### config.mk
export PLATFORM = sky130hd
export DESIGN_NAME = shiftreg_cfg_sequencer_flat
export DESIGN_NICKNAME = d
export VERILOG_FILES = /design/src/rtl/shiftreg_cfg_sequencer_if.sv /design/src/rtl/shiftreg_cfg_sequencer.sv /design/src/flat_wrapper.sv
export SDC_FILE = /design/constraint.sdc
export NUM_CORES = 1
export LEC_CHECK = 0
export CAP_MARGIN = 20
export CORE_MARGIN = 2
export CORE_UTILIZATION = 48
export CTS_CLUSTER_SIZE = 25
export DETAILED_ROUTE_END_ITERATION = 10
export GPL_ROUTABILITY_DRIVEN = 0
export HOLD_SLACK_MARGIN = 0.12
export PLACE_DENSITY = 0.81
export SETUP_SLACK_MARGIN = 0.3
export SYNTH_ARGS = -nofsm -noshare
export SYNTH_HDL_FRONTEND = slang
export SYNTH_SLANG_ARGS = --single-unit
### constraint.sdc
create_clock -name CLK -period 1.8 [get_ports CLK]
set_input_delay 0.36 -clock CLK [delete_from_list [all_inputs] [get_ports CLK]]
set_output_delay 0.36 -clock CLK [all_outputs]
set_load 0.05 [all_outputs]
### src/rtl/shiftreg_cfg_sequencer_if.sv
// Parallel-word / serial-chain bundle between the config register bank and the
// shift-register sequencer. The bank side is master, the sequencer is slave.
interface shiftreg_cfg_sequencer_if #(
    parameter int SIZESRSTAT = 88,
    parameter int SIZESRDYN  = 16
);
    logic                  start;
    logic                  continuous;
    logic                  stat_reload;
    logic [SIZESRSTAT-1:0] stat_word;
    logic [SIZESRDYN-1:0]  dyn_word;

    logic                  sdata;
    logic                  sel_stat;
    logic                  sel_dyn;
    logic                  latch;
    logic                  en_fin;
    logic                  stat_valid;
    logic                  busy;

    modport master (
        output start, continuous, stat_reload, stat_word, dyn_word,
        input  sdata, sel_stat, sel_dyn, latch, en_fin, stat_valid, busy
    );

    modport slave (
        input  start, continuous, stat_reload, stat_word, dyn_word,
        output sdata, sel_stat, sel_dyn, latch, en_fin, stat_valid, busy
    );
endinterface

### src/rtl/shiftreg_cfg_sequencer.sv
// Serial loader for the static and dynamic configuration shift registers:
// shifts each captured word MSB first, strobes latch after each, optionally loops.
module shiftreg_cfg_sequencer #(
    parameter int SIZESRSTAT = 88,
    parameter int SIZESRDYN  = 16,
    parameter int N_WAIT1    = 8,
    parameter int N_WAIT2    = 128,
    parameter int CNT_W      = 8
) (
    input  logic                     CLK,
    input  logic                     RST_N,
    shiftreg_cfg_sequencer_if.slave  bus
);

    typedef enum logic [2:0] {
        S_IDLE,
        S_WAIT_1,
        S_SH_STAT,
        S_STAT_LATCH,
        S_SH_DYN,
        S_DYN_LATCH,
        S_WAIT_2
    } state_t;

    // Terminal count of each timed state: a state lasting N cycles exits at N-1.
    localparam logic [CNT_W-1:0] LAST_W1   = CNT_W'(N_WAIT1 - 1);
    localparam logic [CNT_W-1:0] LAST_STAT = CNT_W'(SIZESRSTAT - 1);
    localparam logic [CNT_W-1:0] LAST_DYN  = CNT_W'(SIZESRDYN - 1);
    localparam logic [CNT_W-1:0] LAST_W2   = CNT_W'(N_WAIT2 - 1);

    state_t                state;
    state_t                state_nxt;
    logic [CNT_W-1:0]      cnt;
    logic [CNT_W-1:0]      cnt_nxt;
    logic [SIZESRSTAT-1:0] stat_sh;
    logic [SIZESRSTAT-1:0] stat_sh_nxt;
    logic [SIZESRDYN-1:0]  dyn_sh;
    logic [SIZESRDYN-1:0]  dyn_sh_nxt;
    logic                  reload_pend;
    logic                  reload_pend_nxt;
    logic                  stat_valid_q;
    logic                  stat_valid_nxt;
    logic                  timed;
    logic                  enter_sh_stat;

    always_ff @(posedge CLK) begin
        if (!RST_N) begin
            state        <= S_IDLE;
            cnt          <= '0;
            stat_sh      <= '0;
            dyn_sh       <= '0;
            reload_pend  <= 1'b0;
            stat_valid_q <= 1'b0;
        end else begin
            state        <= state_nxt;
            cnt          <= cnt_nxt;
            stat_sh      <= stat_sh_nxt;
            dyn_sh       <= dyn_sh_nxt;
            reload_pend  <= reload_pend_nxt;
            stat_valid_q <= stat_valid_nxt;
        end
    end

    always_comb begin
        state_nxt      = state;
        stat_sh_nxt    = stat_sh;
        dyn_sh_nxt     = dyn_sh;
        stat_valid_nxt = stat_valid_q;

        unique case (state)
            S_IDLE: begin
                if (bus.start) begin
                    stat_sh_nxt = bus.stat_word;
                    dyn_sh_nxt  = bus.dyn_word;
                    state_nxt   = S_WAIT_1;
                end
            end

            // The static chain is only reshifted when it has never been latched
            // since reset, or when a reload has been requested.
            S_WAIT_1: begin
                if (cnt == LAST_W1) begin
                    if (!stat_valid_q || reload_pend) begin
                        state_nxt = S_SH_STAT;
                    end else begin
                        state_nxt = S_SH_DYN;
                    end
                end
            end

            S_SH_STAT: begin
                stat_sh_nxt = stat_sh << 1;
                if (cnt == LAST_STAT) begin
                    state_nxt = S_STAT_LATCH;
                end
            end

            S_STAT_LATCH: begin
                stat_valid_nxt = 1'b1;
                state_nxt      = S_SH_DYN;
            end

            S_SH_DYN: begin
                dyn_sh_nxt = dyn_sh << 1;
                if (cnt == LAST_DYN) begin
                    state_nxt = S_DYN_LATCH;
                end
            end

            S_DYN_LATCH: begin
                state_nxt = S_WAIT_2;
            end

            // Continuous mode skips IDLE and WAIT_1 and recaptures the words here.
            S_WAIT_2: begin
                if (cnt == LAST_W2) begin
                    if (bus.continuous) begin
                        dyn_sh_nxt = bus.dyn_word;
                        if (reload_pend) begin
                            stat_sh_nxt = bus.stat_word;
                            state_nxt   = S_SH_STAT;
                        end else begin
                            state_nxt   = S_SH_DYN;
                        end
                    end else begin
                        state_nxt = S_IDLE;
                    end
                end
            end

            default: begin
                state_nxt = S_IDLE;
            end
        endcase
    end

    always_comb begin
        timed = (state == S_WAIT_1) || (state == S_SH_STAT) ||
                (state == S_SH_DYN) || (state == S_WAIT_2);
        if ((state_nxt != state) || !timed) begin
            cnt_nxt = '0;
        end else begin
            cnt_nxt = cnt + 1'b1;
        end
    end

    // A reload request arriving in the same cycle as SH_STAT entry must survive.
    always_comb begin
        enter_sh_stat   = (state_nxt == S_SH_STAT) && (state != S_SH_STAT);
        reload_pend_nxt = reload_pend;
        if (bus.stat_reload) begin
            reload_pend_nxt = 1'b1;
        end else if (enter_sh_stat) begin
            reload_pend_nxt = 1'b0;
        end
    end

    assign bus.sdata      = (state == S_SH_STAT) ? stat_sh[SIZESRSTAT-1] :
                            (state == S_SH_DYN)  ? dyn_sh[SIZESRDYN-1]   : 1'b0;
    assign bus.sel_stat   = (state == S_SH_STAT);
    assign bus.sel_dyn    = (state == S_SH_DYN);
    assign bus.latch      = (state == S_STAT_LATCH) || (state == S_DYN_LATCH);
    assign bus.en_fin     = (state == S_WAIT_2);
    assign bus.stat_valid = stat_valid_q;
    assign bus.busy       = (state != S_IDLE);

    a_sel_exclusive: assert property (@(posedge CLK) disable iff (!RST_N)
        !(bus.sel_stat && bus.sel_dyn));

    a_latch_single: assert property (@(posedge CLK) disable iff (!RST_N)
        bus.latch |=> !bus.latch);

endmodule

### src/flat_wrapper.sv
// flat-port wrapper written by rule: the top's interface ports become plain ports
module shiftreg_cfg_sequencer_flat 
#(
    parameter int SIZESRSTAT = 88,
    parameter int SIZESRDYN  = 16,
    parameter int N_WAIT1    = 8,
    parameter int N_WAIT2    = 128,
    parameter int CNT_W      = 8
)
  (CLK, RST_N, bus_start, bus_continuous, bus_stat_reload, bus_stat_word, bus_dyn_word, bus_sdata, bus_sel_stat, bus_sel_dyn, bus_latch, bus_en_fin, bus_stat_valid, bus_busy);
  shiftreg_cfg_sequencer_if #(.SIZESRSTAT(SIZESRSTAT), .SIZESRDYN(SIZESRDYN)) bus_i ();
  input  logic CLK;
  input  logic RST_N;
  input wire logic [$bits(bus_i.start)-1:0] bus_start;
  input wire logic [$bits(bus_i.continuous)-1:0] bus_continuous;
  input wire logic [$bits(bus_i.stat_reload)-1:0] bus_stat_reload;
  input wire logic [$bits(bus_i.stat_word)-1:0] bus_stat_word;
  input wire logic [$bits(bus_i.dyn_word)-1:0] bus_dyn_word;
  output wire logic [$bits(bus_i.sdata)-1:0] bus_sdata;
  output wire logic [$bits(bus_i.sel_stat)-1:0] bus_sel_stat;
  output wire logic [$bits(bus_i.sel_dyn)-1:0] bus_sel_dyn;
  output wire logic [$bits(bus_i.latch)-1:0] bus_latch;
  output wire logic [$bits(bus_i.en_fin)-1:0] bus_en_fin;
  output wire logic [$bits(bus_i.stat_valid)-1:0] bus_stat_valid;
  output wire logic [$bits(bus_i.busy)-1:0] bus_busy;
  assign bus_i.start = bus_start;
  assign bus_i.continuous = bus_continuous;
  assign bus_i.stat_reload = bus_stat_reload;
  assign bus_i.stat_word = bus_stat_word;
  assign bus_i.dyn_word = bus_dyn_word;
  assign bus_sdata = bus_i.sdata;
  assign bus_sel_stat = bus_i.sel_stat;
  assign bus_sel_dyn = bus_i.sel_dyn;
  assign bus_latch = bus_i.latch;
  assign bus_en_fin = bus_i.en_fin;
  assign bus_stat_valid = bus_i.stat_valid;
  assign bus_busy = bus_i.busy;
  shiftreg_cfg_sequencer #(.SIZESRSTAT(SIZESRSTAT), .SIZESRDYN(SIZESRDYN), .N_WAIT1(N_WAIT1), .N_WAIT2(N_WAIT2), .CNT_W(CNT_W)) u_core (.CLK(CLK), .RST_N(RST_N), .bus(bus_i));
endmodule
# Word-level counts from Yosys, hierarchy flattened
# Cells that the tools add are included.
# classes
n_reduce_logical,17
n_mux,22
eq_ne,17
n_bitwise,1
addsub,1
# ops
operator,n
two-way mux 88 bit,4
one-hot mux 88 bit (3 select lines),1
two-way mux 16 bit,3
one-hot mux 16 bit (3 select lines),1
two-way mux 3 bit,8
one-hot mux 3 bit (7 select lines),1
== test 8 x 7 -> 1 bit (second input constant),2
== test 3 x 2 -> 1 bit (second input constant),3
== test 3 bit (second input constant),3
nonzero test 3 bit,3
adder 8 x 1 -> 8 bit (second input constant),1
== test 8 x 3 -> 1 bit (second input constant),1
== test 8 x 4 -> 1 bit (second input constant),1
logical OR 1 bit,6
AND reduction 5 bit,1
two-way mux 1 bit,4
!= test 2 x 1 -> 1 bit (second input constant),2
!= test 2 bit (second input constant),2
AND reduction 4 bit,1
== test 3 x 1 -> 1 bit (second input constant),1
logical NOT 3 bit,1
!= test 3 x 2 -> 1 bit (second input constant),1
!= test 3 bit,1
logical NOT 1 bit,2
4 further kinds,4
# word_totals
reg_bits,117
word_cells,64
out_inout_bits,7
input_bits,109

# Logic depth before layout (Yosys ltp)
# logic_depth
word_depth,9
depth_mapped,9
mapped_depth_nobuf,5

# Least setup slack after synthesis
# OpenSTA, ideal clock, no wires.
# synth_timing
kind,reg2reg
startpoint,register u_core.state[0]
endpoint,register u_core.stat_sh[23]
stages_incl_launch_ff,9
required_time_ns,1.728
arrival_time_ns,2.168
setup_slack_ns,-0.439
setup_time_ns,0.072
cell_sequence,dfxtp_1 buf_2 nand2b_1 nor2_1 a221o_1 buf_2 buf_6 buf_6 mux2i_1
# synth_via
elab_chain_len,3
elab_cells_between_ends,10
cone_classes,eq/ne (6); mux (1); reduce/logical (3)
# synth_rtl
element,line_no,text
"start, declared",shiftreg_cfg_sequencer.sv:31,state_t state;
"start signal, assigned",shiftreg_cfg_sequencer.sv:55,state <= state_nxt;
== test 3 bit *,n/a,
via bus_en_fin,flat_wrapper.sv:23,output wire logic [$bits(bus_i.en_fin)-1:0] bus_en_fin;
!= test 2 x 1 -> 1 bit (no source line) (tied with other cells),n/a,
AND reduction 5 bit (no source line),n/a,
"end signal, assigned",shiftreg_cfg_sequencer.sv:57,stat_sh <= stat_sh_nxt;
"end, declared",shiftreg_cfg_sequencer.sv:35,logic [SIZESRSTAT-1:0] stat_sh;
# The timed path passes the listed nets; every way through them passes the cells marked *.
# A chain may end at the register's enable or synchronous reset.

# Worst setup path in the final report
# layout_timing
startpoint,register u_core.state[1]
endpoint,output bus_sdata
# layout_via
elab_chain_len,3
elab_cells_between_ends,4
cone_classes,eq/ne (2); mux (2)
# layout_rtl
element,line_no,text
== test 3 bit,shiftreg_cfg_sequencer.sv:159,(state == S_SH_DYN) ? dyn_sh[SIZESRDYN-1] : 1'b0;
two-way mux 1 bit,shiftreg_cfg_sequencer.sv:159,
two-way mux 1 bit *,shiftreg_cfg_sequencer.sv:158,assign bus.sdata = (state == S_SH_STAT) ? stat_sh[SIZESRSTAT-1] :
"end, declared",flat_wrapper.sv:19,output wire logic [$bits(bus_i.sdata)-1:0] bus_sdata;
# Every way passes the cells marked *; elsewhere a longest branch is shown, timed or not.

==> impl_metrics.tcl <==
set metrics [dict create \
    cts.sinks 117 \
    leakagePower_nw 3.76 \
    grt_pass1_vias 5516 \
    routed-via-count 5519 \
    p_per_area_nw_per_um2 763 \
    portBuffers 115 \
    dpl.hpwl_um 9800 \
    synth.most_common_cell "nand2_1" \
    finalWorstSetupSlack_ns -0.138 \
    ys_top_cells_by_count "182 x nand2_1, 117 x dfxtp_1, 103 x mux2i_1, 87 x mux2_2, 33 x clkbuf_1" \
    min_period_ns 1.94 \
    post-place-ws_ns -0.158 \
    grt_max_degree 98 \
    ys.warnings.count 0 \
    ys_seq_elements 117 \
    async_flop_share_pct 0 \
    cts.clk_slew.worst_paths_ns 0.05 \
    worst_pin_slew_ns 0.489 \
    antenna_found_initial 0 \
    final-hold-violation-count 0 \
    syn-num-nets 774 \
    cp.arrival_ns 1.58 \
    finalSetupViolCount 94 \
    netlist_area_um2 6120 \
    diodes 0 \
    synth-xor-area-share_pct 1.15 \
    synth-seq-area-share_pct 38.3 \
    seqPwrFrac_pct 40.8 \
    start_util_pct 48.9 \
    nNetsFinal 924 \
    cp-start-kind "flop" \
    register_area_um2 2360 \
    io-pin-count 116 \
    routed_wl_um 18500 \
    avgSynthCellArea_um2 9.21 \
    fmax_ghz 0.516 \
    synth_area_leaders "dfxtp_1 38%, mux2i_1 17%, mux2_2 16%" \
    synth_cells 664 \
    die_width_um 117 \
    path_max_fanout 7 \
    multi_input_area_um2 3840 \
    tns_ns -4.77 \
    power_frac_comb_pct 14.7 \
    globalRouteTotalUtil_pct 25.1 \
    grt_pass1_wl_um 26300 \
    cts_tree "built" \
    switching_share_pct 23.5 \
    synthAdderAreaFrac_pct 0.205 \
    grt_overflow 0 \
    synth_top_family_by_area "multiplexers" \
    synthDominantCellAreaShare_pct 38.3 \
    final_core_util_pct 73.3 \
    yosysUniqueCellTypes 47 \
    clock_skew_ns 0.00744 \
    core-area_um2 12500 \
    dp_cells 925 \
    synthFlopType "dfxtp_1" \
    n_fill_cell 864 \
    fp.dieH_um 117 \
    ant_nets 0 \
    first_iter_violations 344 \
    cts_hold_buf 0 \
    power.internal_mw 5.36 \
    yosysTopAreaCell "dfxtp_1" \
    synth-compound-area-share_pct 7.00 \
    endpoint_kind "output pin" \
    ctsRootBufferMaster "clkbuf_16" \
    fp.dieArea_um2 13700 \
    htreeDepth 4 \
    p_switching_mw 1.64 \
    finalCritPeriodShare_pct 108 \
    synth_edf_count 0 \
    hold_path.class "in -> reg" \
    area.growth.synth_to_final_pct 50.1 \
    violations "negative setup slack" \
    remaining_drc_errors 0 \
    rsz0062_at_grt "yes" \
    rows 41 \
    crit_type "reg -> out" \
    ir_worst_vdd_mv 0.568 \
    clk_latency_ns 0.41 \
    p_clk_share_pct 44.5 \
    maxSlewViolCount 0 \
    vias_per_cell 5.53 \
    cts_buffers 17 \
    finalNonFillerCells 998 \
    status "finished, violations left" \
    slew_headroom_pct 67.4 \
    wl_per_cell_um 18.5 \
    dr.pass1.iters 4 \
    yosys.area_share.simple_pct 15.9 \
    clockBufferDepth 2 \
    required_ns 1.44 \
    muxShareOfSynthArea_pct 32.9 \
    drive_gt1_share_pct 30.5 \
    drv_cap 0 \
]
## final timing paths
kind,start,to,slack [ns],depth (start not counted)
hold reg to reg,u_core.stat_sh[45]$_SDFFE_PN0P_,u_core.stat_sh[45]$_SDFFE_PN0P_,0.46,2
setup reg to reg,u_core.state[0]$_SDFF_PN0_,u_core.stat_sh[50]$_SDFFE_PN0P_,-0.10,7
setup / recovery,u_core.state[1]$_SDFF_PN0_,bus_sdata,-0.14,4
hold / removal,RST_N,u_core.reload_pend$_SDFFE_PN0P_,0.31,3
## per-stage QoR
stage	area (um2)	hold slack [ns]	power, mW
floorplan	6230	0.435	3.38
global placement	7730	0.440	3.71
detailed placement	7730	0.451	3.75
CTS	8940	0.269	6.98
global route	9180	0.297	7.27
finish	9180	0.307	7.01
## flip-flops by register name, summed over array words and instances, names as in the netlist
signal                 flops
u_core.cnt                 8
u_core.reload_pend         1
u_core.bus.stat_valid      1
u_core.dyn_sh             16
u_core.state               3
u_core.stat_sh            88
## logic make-up (layout without fill, tap and decap cells)
logic type | count (synthesis) | in the layout
AND/OR/NAND/NOR | 228 | 228
multiplexers | 190 | 190
flip-flops | 117 | 117
buffers and inverters | 62 | 224
AO/OA/AOI/OAI | 58 | 58
XOR/XNOR | 8 | 8
adder cells (fa/ha/maj) | 1 | 1
## layer usage
metal	vias to the layer above	share of wire, %	global-route usage, %
met3	46	5.1	6.85
li1	2627	-	-
met5	-	0	0
met1	2650	38	26.4
met2	196	54	45.6
met4	0	3.3	13.4
## power by group through the flow
stage               clock [mW]  combinational [mW]  sequential (mW)
floorplan                    0               0.512             2.87
global placement             0               0.819             2.89
detailed placement           0               0.853             2.90
CTS                       3.16               0.981             2.85
global route              3.31                1.09             2.87
finish                    3.12                1.03             2.86
## cells in the final DEF, fill, tap and decap left out, types with 7 or more instances in the layout
master / count
buf_12: 18
buf_16: 7
buf_4: 35
buf_6: 16
clkbuf_16: 17
clkbuf_8: 7
clkdlybuf4s50_1: 107
dfxtp_1: 111
mux2_2: 87
mux2i_1: 100
nand2_1: 182
o211ai_1: 15
o41ai_1: 9
## worst max-delay path, cell delays in order, from the launching register on
cell and delay (ns):
dfxtp_4 0.37, buf_8 0.15, nor3_4 0.29, a22o_4 0.21, buf_8 0.14
## what timing repair did
action / CTS / global route
cloned: 7 / 0
resized for setup: 64 / 30
endpoints found under the setup margin: 120 / 122
setup buffers: 24 / 11
pin swaps: 21 / 10
## final cells by class
class	count	area share (%)
Multi-Input combinational cell	485	41.8
Sequential cell	117	25.7
Timing Repair Buffer	189	23.9
Clock buffer	28	5.85
Tap cell	172	2.34
Inverter	4	0.204
Clock inverter	3	0.164
Note: power is estimated with default switching activity, not from simulation.
